<file path="config.mk">
export PLATFORM = sky130hd
export DESIGN_NAME = pifo_drain_ctrl
export DESIGN_NICKNAME = d
export VERILOG_FILES = /design/src/rtl/pifo_drain_ctrl_pkg.sv /design/src/rtl/pifo_drain_ctrl_drop_fifo.sv /design/src/rtl/pifo_drain_ctrl.sv
export SDC_FILE = /design/constraint.sdc
export NUM_CORES = 1
export LEC_CHECK = 0
export CAP_MARGIN = 20
export CELL_PAD_IN_SITES_DETAIL_PLACEMENT = 1
export CELL_PAD_IN_SITES_GLOBAL_PLACEMENT = 2
export CORE_MARGIN = 10
export CORE_UTILIZATION = 39
export DETAILED_ROUTE_END_ITERATION = 7
export PLACE_DENSITY_LB_ADDON = 0.08
export SLEW_MARGIN = 40
export SYNTH_ARGS = -nofsm -noshare
export SYNTH_HDL_FRONTEND = slang
export SYNTH_SLANG_ARGS = --single-unit
</file>
<file path="constraint.sdc">
create_clock -name clk -period 13.8 [get_ports clk]
set_input_delay 2.76 -clock clk [delete_from_list [all_inputs] [get_ports clk]]
set_output_delay 2.76 -clock clk [all_outputs]
set_load 0.02 [all_outputs]
</file>
<file path="src/rtl/pifo_drain_ctrl_pkg.sv">
// -----------------------------------------------------------------------------
// pifo_drain_ctrl_pkg
//   Shared definitions for the PIFO drain controller: FSM state encodings and
//   small sizing helpers used by the top module and the drop FIFO.
//   No ports (package).
// -----------------------------------------------------------------------------
package pifo_drain_ctrl_pkg;

  // Drain FSM states. Encodings are fixed so that debug taps and any software
  // reading a state mirror see stable values.
  typedef enum logic [1:0] {
    ST_RUN     = 2'd0,
    ST_STALL   = 2'd1,
    ST_CONGEST = 2'd2
  } drain_state_e;

  // Width needed to hold the values 0..max_val inclusive.
  function automatic int unsigned count_width(input int unsigned max_val);
    return (max_val < 2) ? 1 : $clog2(max_val + 1);
  endfunction

endpackage

</file>
<file path="src/rtl/pifo_drain_ctrl_drop_fifo.sv">
// -----------------------------------------------------------------------------
// drain_drop_fifo
//   Small synchronous FIFO for the PIFO drop stream. The writer has no
//   backpressure: a write into a full FIFO is discarded and reported on 'lost'
//   unless a read happens in the same cycle, in which case the write is kept.
//   The head entry is presented directly on rd_data (first-word fall-through).
// Ports
//   clk, rst            clock, asynchronous active-high reset
//   wr_valid, wr_data   write strobe and payload (no ready)
//   rd_valid, rd_ready  read handshake; rd_data is the current head
//   full                FIFO holds DEPTH entries
//   lost                one-cycle strobe: the current write is discarded
// Parameters
//   DW     payload width
//   DEPTH  entries, power of 2, >= 2
// -----------------------------------------------------------------------------
module drain_drop_fifo #(
  parameter int DW    = 48,
  parameter int DEPTH = 4
) (
  input  logic          clk,
  input  logic          rst,
  input  logic          wr_valid,
  input  logic [DW-1:0] wr_data,
  output logic          rd_valid,
  input  logic          rd_ready,
  output logic [DW-1:0] rd_data,
  output logic          full,
  output logic          lost
);

  localparam int AW = $clog2(DEPTH);

  // Pointers carry one extra wrap bit so full and empty are distinguishable.
  logic [AW:0]   wr_ptr_reg;
  logic [AW:0]   rd_ptr_reg;
  logic [DW-1:0] mem_reg [DEPTH];

  logic empty;
  logic rd_en;
  logic wr_en;

  assign empty    = (wr_ptr_reg == rd_ptr_reg);
  assign full     = (wr_ptr_reg[AW-1:0] == rd_ptr_reg[AW-1:0]) &&
                    (wr_ptr_reg[AW] != rd_ptr_reg[AW]);
  assign rd_valid = !empty;
  assign rd_en    = rd_valid && rd_ready;
  // A simultaneous read frees the slot the write is about to take.
  assign wr_en    = wr_valid && (!full || rd_en);
  assign lost     = wr_valid && full && !rd_en;
  assign rd_data  = mem_reg[rd_ptr_reg[AW-1:0]];

  always_ff @(posedge clk or posedge rst) begin
    if (rst) begin
      wr_ptr_reg <= '0;
      rd_ptr_reg <= '0;
    end else begin
      if (wr_en) wr_ptr_reg <= wr_ptr_reg + (AW+1)'(1);
      if (rd_en) rd_ptr_reg <= rd_ptr_reg + (AW+1)'(1);
    end
  end

  // Storage is cleared on reset so the head outputs read 0 while empty.
  genvar gi;
  generate
    for (gi = 0; gi < DEPTH; gi++) begin : g_entry
      always_ff @(posedge clk or posedge rst) begin
        if (rst) begin
          mem_reg[gi] <= '0;
        end else if (wr_en && (wr_ptr_reg[AW-1:0] == AW'(gi))) begin
          mem_reg[gi] <= wr_data;
        end
      end
    end
  endgenerate

endmodule

</file>
<file path="src/rtl/pifo_drain_ctrl.sv">
// -----------------------------------------------------------------------------
// pifo_drain_ctrl
//   Consumer for the PIFO output side. Pops scheduled descriptors while
//   downstream credits are available and forwards them through a registered
//   output stage. Buffers the (unthrottled) PIFO drop stream in a small FIFO
//   for the drop/free path and drives the pifo_in_drop congestion hint.
// Ports
//   clk, rst                         clock, asynchronous active-high reset
//   pifo_out_ready/valid/prio/data   pop interface from the PIFO head
//   pifo_out_drop_valid/prio/data    dropped-entry strobe (no ready)
//   m_desc_valid/ready/prio/data     forwarded descriptor stream
//   credit_return                    one-cycle pulse, returns one credit
//   m_drop_valid/ready/prio/data     drop release stream (FIFO head)
//   pifo_in_drop                     registered congestion hint
//   stat_drop_cnt, stat_lost_cnt     drop statistics (see macro below)
//   credit_err                       sticky: credit returned while at CREDIT_MAX
// Configuration
//   PIFO_DRAIN_STATS_EN  when defined, stat_drop_cnt/stat_lost_cnt count;
//                        otherwise both read 0 and no counter flops exist.
// -----------------------------------------------------------------------------
module pifo_drain_ctrl
  import pifo_drain_ctrl_pkg::*;
#(
  parameter int BITPRIO         = 16,
  parameter int BITDESC         = 32,
  parameter int CREDIT_MAX      = 8,
  parameter int DROP_FIFO_DEPTH = 4,
  parameter int STALL_THRESH    = 64
) (
  input  logic               clk,
  input  logic               rst,
  output logic               pifo_out_ready,
  input  logic               pifo_out_valid,
  input  logic [BITPRIO-1:0] pifo_out_prio,
  input  logic [BITDESC-1:0] pifo_out_data,
  input  logic               pifo_out_drop_valid,
  input  logic [BITPRIO-1:0] pifo_out_drop_prio,
  input  logic [BITDESC-1:0] pifo_out_drop_data,
  output logic               m_desc_valid,
  input  logic               m_desc_ready,
  output logic [BITPRIO-1:0] m_desc_prio,
  output logic [BITDESC-1:0] m_desc_data,
  input  logic               credit_return,
  output logic               m_drop_valid,
  input  logic               m_drop_ready,
  output logic [BITPRIO-1:0] m_drop_prio,
  output logic [BITDESC-1:0] m_drop_data,
  output logic               pifo_in_drop,
  output logic [31:0]        stat_drop_cnt,
  output logic [15:0]        stat_lost_cnt,
  output logic               credit_err
);

  localparam int CW = count_width(CREDIT_MAX);
  localparam int SW = count_width(STALL_THRESH);
  localparam int DW = BITPRIO + BITDESC;

  // ---------------------------------------------------------------------------
  // Credits and pop handshake
  // ---------------------------------------------------------------------------
  logic [CW-1:0]      credits_reg, credits_next;
  logic               credit_err_reg, credit_err_next;
  logic               m_desc_valid_reg;
  logic [BITPRIO-1:0] m_desc_prio_reg;
  logic [BITDESC-1:0] m_desc_data_reg;
  logic               pop;

  // Pop only when a credit is held and the output register is free or being
  // emptied this cycle. Gated by rst so the PIFO never sees a pop in reset.
  assign pifo_out_ready = !rst && (credits_reg != '0) &&
                          (!m_desc_valid_reg || m_desc_ready);
  assign pop = pifo_out_ready && pifo_out_valid;

  always_comb begin
    credits_next    = credits_reg;
    credit_err_next = credit_err_reg;
    if (pop && !credit_return) begin
      credits_next = credits_reg - CW'(1);
    end else if (!pop && credit_return) begin
      // A return at full count is a downstream bug: saturate and flag it.
      if (credits_reg == CW'(CREDIT_MAX)) credit_err_next = 1'b1;
      else                                credits_next    = credits_reg + CW'(1);
    end
  end

  always_ff @(posedge clk or posedge rst) begin
    if (rst) begin
      credits_reg      <= CW'(CREDIT_MAX);
      credit_err_reg   <= 1'b0;
      m_desc_valid_reg <= 1'b0;
      m_desc_prio_reg  <= '0;
      m_desc_data_reg  <= '0;
    end else begin
      credits_reg    <= credits_next;
      credit_err_reg <= credit_err_next;
      if (pop) begin
        m_desc_valid_reg <= 1'b1;
        m_desc_prio_reg  <= pifo_out_prio;
        m_desc_data_reg  <= pifo_out_data;
      end else if (m_desc_ready) begin
        m_desc_valid_reg <= 1'b0;
      end
    end
  end

  assign m_desc_valid = m_desc_valid_reg;
  assign m_desc_prio  = m_desc_prio_reg;
  assign m_desc_data  = m_desc_data_reg;
  assign credit_err   = credit_err_reg;

  // ---------------------------------------------------------------------------
  // Drop FIFO
  // ---------------------------------------------------------------------------
  logic [DW-1:0] drop_head;
  logic          drop_full;
  logic          drop_lost;

  drain_drop_fifo #(
    .DW    (DW),
    .DEPTH (DROP_FIFO_DEPTH)
  ) u_drop_fifo (
    .clk      (clk),
    .rst      (rst),
    .wr_valid (pifo_out_drop_valid),
    .wr_data  ({pifo_out_drop_prio, pifo_out_drop_data}),
    .rd_valid (m_drop_valid),
    .rd_ready (m_drop_ready),
    .rd_data  (drop_head),
    .full     (drop_full),
    .lost     (drop_lost)
  );

  assign m_drop_prio = drop_head[DW-1 -: BITPRIO];
  assign m_drop_data = drop_head[BITDESC-1:0];

`ifdef PIFO_DRAIN_STATS_EN
  logic [31:0] stat_drop_cnt_reg;
  logic [15:0] stat_lost_cnt_reg;

  // Both counters wrap naturally.
  always_ff @(posedge clk or posedge rst) begin
    if (rst) begin
      stat_drop_cnt_reg <= '0;
      stat_lost_cnt_reg <= '0;
    end else begin
      if (pifo_out_drop_valid) stat_drop_cnt_reg <= stat_drop_cnt_reg + 32'd1;
      if (drop_lost)           stat_lost_cnt_reg <= stat_lost_cnt_reg + 16'd1;
    end
  end

  assign stat_drop_cnt = stat_drop_cnt_reg;
  assign stat_lost_cnt = stat_lost_cnt_reg;
`else
  logic unused_drop_lost;
  assign unused_drop_lost = drop_lost;
  assign stat_drop_cnt    = '0;
  assign stat_lost_cnt    = '0;
`endif

  // ---------------------------------------------------------------------------
  // Congestion FSM
  // ---------------------------------------------------------------------------
  drain_state_e  state_reg, state_next;
  logic [SW-1:0] stall_cnt_reg, stall_cnt_next;
  logic          drop_full_d1_reg;
  logic          pifo_in_drop_reg, pifo_in_drop_next;
  logic          full_persist;

  // A drop FIFO stuck full for two cycles means the drop path cannot keep up.
  assign full_persist = drop_full && drop_full_d1_reg;

  // State register
  always_ff @(posedge clk or posedge rst) begin
    if (rst) begin
      state_reg        <= ST_RUN;
      stall_cnt_reg    <= '0;
      drop_full_d1_reg <= 1'b0;
      pifo_in_drop_reg <= 1'b0;
    end else begin
      state_reg        <= state_next;
      stall_cnt_reg    <= stall_cnt_next;
      drop_full_d1_reg <= drop_full;
      pifo_in_drop_reg <= pifo_in_drop_next;
    end
  end

  // Next-state logic
  always_comb begin
    state_next     = state_reg;
    stall_cnt_next = stall_cnt_reg;
    case (state_reg)
      ST_RUN: begin
        if (credits_reg == '0) begin
          state_next     = ST_STALL;
          stall_cnt_next = '0;
        end
      end
      ST_STALL: begin
        if (credits_reg != '0) begin
          state_next = ST_RUN;
        end else begin
          // The RUN cycle that saw zero credits plus STALL_THRESH-1 STALL
          // cycles make STALL_THRESH zero-credit cycles, so the threshold is
          // tested on the incremented count.
          stall_cnt_next = stall_cnt_reg + SW'(1);
          if (stall_cnt_next == SW'(STALL_THRESH - 1)) state_next = ST_CONGEST;
        end
      end
      ST_CONGEST: begin
        if (credits_reg >= CW'(CREDIT_MAX / 2)) state_next = ST_RUN;
      end
      default: begin
        state_next = ST_RUN;
      end
    endcase
    if (full_persist) state_next = ST_CONGEST;
  end

  // Output logic: the hint is registered from the next state so it is
  // glitch-free and aligned with the state register.
  always_comb begin
    pifo_in_drop_next = (state_next == ST_CONGEST);
  end

  assign pifo_in_drop = pifo_in_drop_reg;

endmodule

</file>
==> results of run 1 <==
==> per-layer routing <==
| metal | up-vias | global-route usage, % | part of all wire [%] |
|---|---|---|---|
| met5 | - | 0 | 0.026 |
| met4 | 2 | 2.95 | 1.4 |
| met3 | 36 | 4.25 | 5.5 |
| met2 | 132 | 29.7 | 55 |
| met1 | 3674 | 17.7 | 38 |
| li1 | 3044 | - | - |
==> where the power goes <==
| group | switching [W] | internal, W |
|---|---|---|
| clock | 0.000308 | 0.000514 |
| combinational | 0.000818 | 0.000984 |
| sequential | 0.000241 | 0.00116 |
| total | 0.00137 | 0.00266 |
==> through the flow <==
stage          area [µm²]  setup slack, ps  hold WS [ps]  instances
2_1_floorplan       11900             3800           459        800
3_3_place_gp        13900             6820           455       1312
3_5_place_dp        14000             6750           480       1314
4_1_cts             15000             6730           492       1369
5_1_grt             15000             6650           500       1369
6_report            15000             6740           487       1369
==> critical path, stage by stage <==
cell and delay, ps:
clkdlybuf4s50_1 560, nor3_1 310, clkdlybuf4s50_1 670
==> placed cells by master, fill, tap and decap left out, drive strengths merged, types with 6 or more instances in the layout <==
cell type	count
buf	9
clkbuf	49
clkdlybuf4s50	203
conb	48
dfrtp	262
ha	11
inv	15
mux2	242
mux4	48
nand2	13
nand3	6
o21ai	12
xnor2	7
==> cells by family (layout without fill, tap and decap cells) <==
family / Yosys count / after routing
flops: 263 / 263
other cells: 1 / 48
simple gates: 42 / 42
buf+inv: 102 / 281
mux: 292 / 292
compound gates: 32 / 32
fa+ha+maj: 12 / 12
xor+xnor: 9 / 9
==> final cells by class <==
cell class / instances / area [µm²]
repair buffers: 212 / 2130
fillers: 2899 / 14700
well taps: 390 / 488
multi-input cells: 435 / 4700
inverters: 14 / 67.6
clock inverters: 6 / 109
flip-flops and latches: 263 / 6590
clock buffers: 49 / 933
==> how the worst max path moves through the flow <==
stage          slack (ps)  cells after the start  from              to
3_5_place_dp         6750                      3   rst  pifo_out_ready
2_1_floorplan        3800                      1   rst      credit_err
6_report             6740                      3   rst  pifo_out_ready
3_3_place_gp         6820                      3   rst  pifo_out_ready
4_1_cts              6730                      3   rst  pifo_out_ready
5_1_grt              6650                      3   rst  pifo_out_ready
==> impl_metrics.toml, run 1 <==
[outcome]
run_status = "completed"

[route]
detail-route-antenna-nets = 0
routed_via_density = 5.03
initialDrtViolationCount = 235
drc_errors = 0
avgRoutedWirePerCell_um = 22.1
drt-pass1-iter-count = 4
total_wirelength_of_the_detailed_routed_design_mm = 30.2
via_count = 6888

[global_routing]
grt_antenna_before_repair = 2
maximum_number_of_pins_on_one_net_before_global_route_repair = 133
grt.total_usage_pct = 15.9
grt_first_pass_wirelength_mm = 48.5
grt-ovfl-total = 0
vias_in_the_first_global_route = 8265

[clocking]
cts-root-buf = "clkbuf_16"
ctsHoldBuffers = 0
cts.sinks = 263
insertion_delay_ps = 550
cts-htree-levels = 1
ctsLongestPathBuffers = 3
cts.clk_slew.worst_paths_ps = 50
post_cts.repair.setup_buffers = 0
cts_buffers = 31
cts_tree = "yes"
total_of_cells_resized_after_clock_tree_synthesis = 0

[setup_path]
crit_path_start_kind = "primary input"
critical_path_class = "in2out"
critPathArrivalTime_ps = 4300
rrSetupSlack_ps = 10410
critPathCaptureType = "output pin"
worst_r2r_startpoint = "u_drop_fifo.rd_ptr_reg[1]"
reg2reg_depth = 7
endpoint_of_the_most_critical_register_to_register_path = "u_drop_fifo.mem_reg[182]"
worst-endpoint-required_ps = 11040
worstPathMaxFanout = 2

[floorplan]
die-area_um2 = 37500
std_cell_rows = 63
coreArea_um2 = 29700
die-width_um = 194
chipHeight_um = 194
top_level_ports = 252
floorplan.initialDensity_pct = 39.6

[layout]
number_of_flip_flops_under_the_largest_register_name = 192
drive_above_1_share_pct = 30.1
num_antenna_cells = 0
nNetsFinal = 1072
layout.core_utilization_pct = 50.5
syn_to_final_growth_pct = 27.7

[synth]
async_flop_share_pct = 100
synth.top_cell.area_share_pct = 55.8
synth.ff_latch_count = 263
ys.warnings.count = 0
synthFlopType = "dfrtp_1"
number_of_enable_flip_flop_cells_after_synthesis = 0
synth_area_leaders = "dfrtp_1, mux2_2, mux4_2"
mappedNetlistArea_um2 = 11800
combinational_family_with_the_most_area_after_synthesis = "multiplexers"
count_of_cell_types_in_the_netlist = 44
synth.top_cells.by_count = "dfrtp_1, mux2_2, mux2_1, buf_4, mux4_2"
parity_gate_share_of_the_synthesized_area_counting_xor_and_xnor_cells_pct = 0.670
synth_compound_area_share_pct = 1.92
proportion_of_synthesized_chip_area_in_sequential_cells_pct = 56.0
yosys.cell_count.top_type = "dfrtp_1"
synth_area_per_cell_um2 = 15.6
synth_cells = 753
post_synth_fa_ha_maj_area_fraction_pct = 1.34
synth.largest_area_cell = "dfrtp_1"
post_synth_mux_area_share_pct = 32.5
post_synth_and_or_nand_nor_area_fraction_pct = 1.90

[min_path]
timing.hold.worst_endpoint = "u_drop_fifo.mem_reg[126]"
min_path_cells = 1
min_path_type = "reg2reg"
hold_path.startpoint = "u_drop_fifo.mem_reg[126]"

[sta]
grt_setup_unrepaired = "no"
finalSetupViolations = 0
period_minus_slack_ps = 7060
timing.max_slew.rel_slack_pct = 48.5
finalSetupTns_ps = 0
period_utilization_pct = 51.1
slew_viol_final = 0
final.setup_skew_ps = 13.7
timing_worst_slew_pin_value_ps = 769
timing.final.hold_violations = 0
maxClockFrequency_mhz = 142

[run]
maxCapViolations = 0

[power]
total_power_w = 0.00402
leakage_nw = 6.30
cellPowerDensity_nw_per_um2 = 268
max-vdd-ir-drop_uv = 128

[placed_design]
place_congestion = 0.696
buffer_ports.inserted = 203
hpwlAfterDp_mm = 21.0
Note: power is estimated with default switching activity, not from simulation.
==> run 2, diff against run 1 <==
Settings changed: CORE_UTILIZATION 39 to 32.
Clock period 13.8 ns to 5.7 ns, I/O delays scaled along.
==> run 2 against run 1 <==
  * Cell count rose by 6.4%
  * Routed wire length rose by 6.4%
  * Clock-buffer cell count rose by 3
  * Critical endpoint unchanged
  * Critical path depth did not move
  * Highest routed layer unchanged
  * Largest power group unchanged
==> impl_metrics.toml, run 2 (same netlist as run 1, synthesis figures left out) <==
[global_routing]
grt-ovfl-total = 0
vias_in_the_first_global_route = 8196
grt_antenna_before_repair = 1
grt.total_usage_pct = 14.4
grt_first_pass_wirelength_mm = 49.6
maximum_number_of_pins_on_one_net_before_global_route_repair = 142

[layout]
nNetsFinal = 1078
num_antenna_cells = 0
most_used_cells_in_the_layout_excluding_fill_and_tap_cells = "dfrtp_1, clkdlybuf4s50_1, mux2_2"
number_of_flip_flops_under_the_largest_register_name = 192
layout.cell_area.non_filler_um2 = 15400
syn_to_final_growth_pct = 30.8
layoutNonFillerInstCount = 1457
mostFrequentLayoutCell = "dfrtp_1"
drive_above_1_share_pct = 30.9

[placed_design]
place_congestion = 0.763
buffer_ports.inserted = 203
detailedPlace.worstSlack_ps = 1910
detailed_place.area_um2 = 14100
placed_cells = 1394
hpwlAfterDp_mm = 22.2

[power]
internal-power_w = 0.00671
total_switching_power_w = 0.00339
power.share.combinational_pct = 44.0
leakage_nw = 6.43
p_sw_share_pct = 33.6
max-vdd-ir-drop_uv = 320
power.clock.fraction_pct = 22.8
cellPowerDensity_nw_per_um2 = 657
total_power_w = 0.0101
sequentialPowerShare_pct = 33.2

[setup_path]
critPathCaptureType = "output pin"
worstPathMaxFanout = 2
worst-endpoint-required_ps = 4560
critPathArrivalTime_ps = 2610
critical_path_class = "in2out"
crit_path_start_kind = "primary input"

[floorplan]
chipHeight_um = 212
die-area_um2 = 44800
die-width_um = 212
std_cell_rows = 70
floorplan.initialDensity_pct = 32.3
top_level_ports = 252
coreArea_um2 = 36400

[outcome]
run_status = "completed"

[min_path]
min_path_type = "reg2reg"

[sta]
final.setup_skew_ps = 8.53
final.setup.worst_slack_ps = 1950
period_minus_slack_ps = 3750
slew_viol_final = 0
timing_worst_slew_pin_value_ps = 768
timing.max_slew.rel_slack_pct = 48.6
finalSetupViolations = 0
maxClockFrequency_mhz = 267
finalSetupTns_ps = 0
period_utilization_pct = 65.7
timing.final.hold_violations = 0
grt_setup_unrepaired = "no"

[route]
via_count = 6987
initialDrtViolationCount = 233
detail-route-antenna-nets = 0
drc_errors = 0
total_wirelength_of_the_detailed_routed_design_mm = 32.2
avgRoutedWirePerCell_um = 22.1
drt-pass1-iter-count = 4
routed_via_density = 4.80

[clocking]
insertion_delay_ps = 520
cts_buffers = 34
cts.clk_slew.worst_paths_ps = 60
ctsLongestPathBuffers = 3
cts-root-buf = "clkbuf_16"
cts-htree-levels = 2
cts_tree = "yes"
cts.sinks = 263
post_cts.repair.setup_buffers = 0
ctsHoldBuffers = 0
total_of_cells_resized_after_clock_tree_synthesis = 0

[run]
maxCapViolations = 0
run 2: layer usage:
metal	vias to the layer above	wire, µm	global-route usage, %
met5	-	8	0
met4	2	479	3.79
met3	40	1580	3.62
met2	141	18100	27.2
met1	3737	12000	15.5
li1	3067	-	-
run 2: stage by stage:
stage | hold slack (ps) | util, %
3_3_place_gp | 455 | 38.5
6_report | 485 | 42.2
3_5_place_dp | 478 | 38.8
4_1_cts | 490 | 42.1
5_1_grt | 501 | 42.2
2_1_floorplan | 459 | -
run 2: final timing paths:
check | from | endpoint | slack [ps] | cells past startpoint
setup / recovery | rst | pifo_out_ready | 1950 | 3
hold / removal | u_drop_fifo.mem_reg[55] | u_drop_fifo.mem_reg[55] | 490 | 1
setup reg to reg | u_drop_fifo.rd_ptr_reg[0] | u_drop_fifo.mem_reg[135] | 2490 | 6
hold reg to reg | u_drop_fifo.mem_reg[55] | u_drop_fifo.mem_reg[55] | 490 | 1
max in group asynchronous | rst | u_drop_fifo.mem_reg[127] | 3730 | 4
min in group asynchronous | rst | m_desc_data[1] | 920 | 2
run 2: final cells by class:
type | count | area [µm²]
clock buffers | 52 | 1050
multi-input cells | 435 | 4700
inverters | 14 | 56.3
clock inverters | 10 | 175
fillers | 3620 | 21100
repair buffers | 215 | 2220
well taps | 468 | 586
flip-flops and latches | 263 | 6590
run 2: power by group through the flow:
stage                     combinational (W)  sequential [W]  clock [W]
final                               0.00445         0.00336    0.00230
after global routing                0.00476         0.00348    0.00247
after CTS                           0.00458         0.00337    0.00239
after detailed placement            0.00455         0.00340          0
after global placement              0.00423         0.00346          0
after floorplan                     0.00264         0.00338          0
run 2: worst max-delay path, stage by stage:
cell and delay [ps]:
clkdlybuf4s50_1 470, nor3_1 320, clkdlybuf4s50_1 680
==> run 3, diff against run 2 <==
Clock period 5.7 ns to 3.3 ns, I/O delays scaled along.
==> run 3 against run 2 <==
  * Power up 69%
  * Clock skew about the same
  * Clock power up 46%
  * Die area unchanged
  * Final area down 0.29%
==> impl_metrics.toml, run 3 (same netlist as run 1, synthesis figures left out) <==
[floorplan]
chipHeight_um = 212
die-width_um = 212
die-area_um2 = 44800
coreArea_um2 = 36400
floorplan.initialDensity_pct = 32.3
std_cell_rows = 70
top_level_ports = 252

[setup_path]
crit_start = "u_drop_fifo.rd_ptr_reg[1]"
worstPathMaxFanout = 20
worstPathCellList = "buf_12, mux4_2, clkdlybuf4s50_1"
critPathMaxStageDelay_ps = 580
critical-path-slowest-cell = "clkdlybuf4s50_1"
critPathCaptureType = "output pin"
cpLargestDelayFamily = "buffers and inverters"
cp_num_buf_inv = 2
worst_r2r_startpoint = "credits_reg[1]"
endpoint_of_the_most_critical_register_to_register_path = "credits_reg[3]"
crit_path_start_kind = "flop"
critPathArrivalTime_ps = 2400
reg2reg_depth = 10
critical_path_class = "reg2out"
rrSetupSlack_ps = 580
worst-endpoint-required_ps = 2640

[clocking]
ctsLongestPathBuffers = 3
insertion_delay_ps = 560
cts.sinks = 263
post_cts.repair.setup_buffers = 7
cts_buffers = 31
cts-root-buf = "clkbuf_16"
ctsHoldBuffers = 0
cts-htree-levels = 1
cts.clk_slew.worst_paths_ps = 60
cts_tree = "yes"
total_of_cells_resized_after_clock_tree_synthesis = 0

[route]
routed_via_density = 4.81
drt-pass1-iter-count = 4
via_count = 7067
total_wirelength_of_the_detailed_routed_design_mm = 33.1
drc_errors = 0
detail-route-antenna-nets = 0
avgRoutedWirePerCell_um = 22.5
initialDrtViolationCount = 218

[placed_design]
buffer_ports.inserted = 203
placed_cells = 1408
hpwlAfterDp_mm = 23.4
place_congestion = 0.724

[layout]
num_antenna_cells = 0
nNetsFinal = 1095
layoutNonFillerInstCount = 1470
most_used_cells_in_the_layout_excluding_fill_and_tap_cells = "dfrtp_1, clkdlybuf4s50_1, mux2_2"
drive_above_1_share_pct = 31.7
multi_input_gate_area_um2 = 4700
mostFrequentLayoutCell = "dfrtp_1"
nFillCells = 3650
layout.core_utilization_pct = 42.1
number_of_flip_flops_under_the_largest_register_name = 192
final-seq-area_um2 = 6590
syn_to_final_growth_pct = 30.4

[power]
sequentialPowerShare_pct = 33.8
power.clock.fraction_pct = 19.7
max-vdd-ir-drop_uv = 439
leakage_nw = 6.43
p_sw_share_pct = 34.6
cellPowerDensity_nw_per_um2 = 1110
total_switching_power_w = 0.00589
internal-power_w = 0.0111
total_power_w = 0.0170
power.share.combinational_pct = 46.5

[sta]
finalHoldWorstSlack_ps = 474
maxClockFrequency_mhz = 327
period_minus_slack_ps = 3060
finalSetupTns_ps = 0
finalSetupViolations = 0
timing_worst_slew_pin_value_ps = 659
period_utilization_pct = 92.7
grt_setup_unrepaired = "no"
final.setup_skew_ps = 8.96
slew_viol_final = 0
timing.max_slew.rel_slack_pct = 56.1
timing.final.hold_violations = 0

[min_path]
min_path_cells = 1
hold_path.startpoint = "credit_err"
min_path_type = "reg2reg"
timing.hold.worst_endpoint = "credit_err"

[outcome]
run_status = "completed"

[global_routing]
vias_in_the_first_global_route = 8473
grt.total_usage_pct = 14.8
grt_antenna_before_repair = 1
grt_first_pass_wirelength_mm = 51.6
maximum_number_of_pins_on_one_net_before_global_route_repair = 54
grt-ovfl-total = 0

[run]
maxCapViolations = 0
[run 3: worst max-delay path by stage]
stage	end	depth (start not counted)	slack, ps
2_1_floorplan	credit_err	1	-830
3_3_place_gp	credits_reg[3]	10	240
3_5_place_dp	credits_reg[3]	10	170
4_1_cts	m_drop_prio[6]	3	180
5_1_grt	m_drop_prio[6]	3	150
6_report	m_drop_prio[6]	3	240
[run 3: routing by layer]
layer / global-route usage [%] / routed length (µm) / up-vias
met2: 28.2 / 18300 / 131
met4: 3.45 / 655 / 2
met5: 0 / 9 / -
li1: - / - / 3091
met3: 3.09 / 1470 / 46
met1: 16.4 / 12600 / 3797
[run 3: power by group through the flow]
stage	logic, W	registers (W)	clock network (W)
after floorplan	0.00456	0.00583	0
after global placement	0.00763	0.00574	0
after detailed placement	0.00785	0.00595	0
after CTS	0.00815	0.00576	0.00349
after global routing	0.00846	0.00595	0.00365
final	0.00793	0.00575	0.00336
[run 3: cell type report]
class | instances | area share, %
sequential | 263 | 43.0
multi-input combinational | 435 | 30.6
tap | 468 | 3.82
clock buffer | 47 | 5.91
timing repair buffer | 235 | 15.7
clock inverter | 8 | 0.612
inverter | 14 | 0.367
[run 3: stage by stage]
step	setup WS [ps]	area (µm²)
after CTS	180	15300
final	239	15300
after floorplan	-829	11900
after global routing	146	15300
after detailed placement	172	14300
after global placement	240	14200
[run 3: worst reg2reg max path: cells and delay by family, from the launching register on]
family                     cells  cell delay (ps)
buffers and inverters          1               50
adders and majority gates      2              530
DFF                            1              440
and+or+nand+nor                3              740
AOI/OAI and AO/OA              3              620
muxes                          1              270
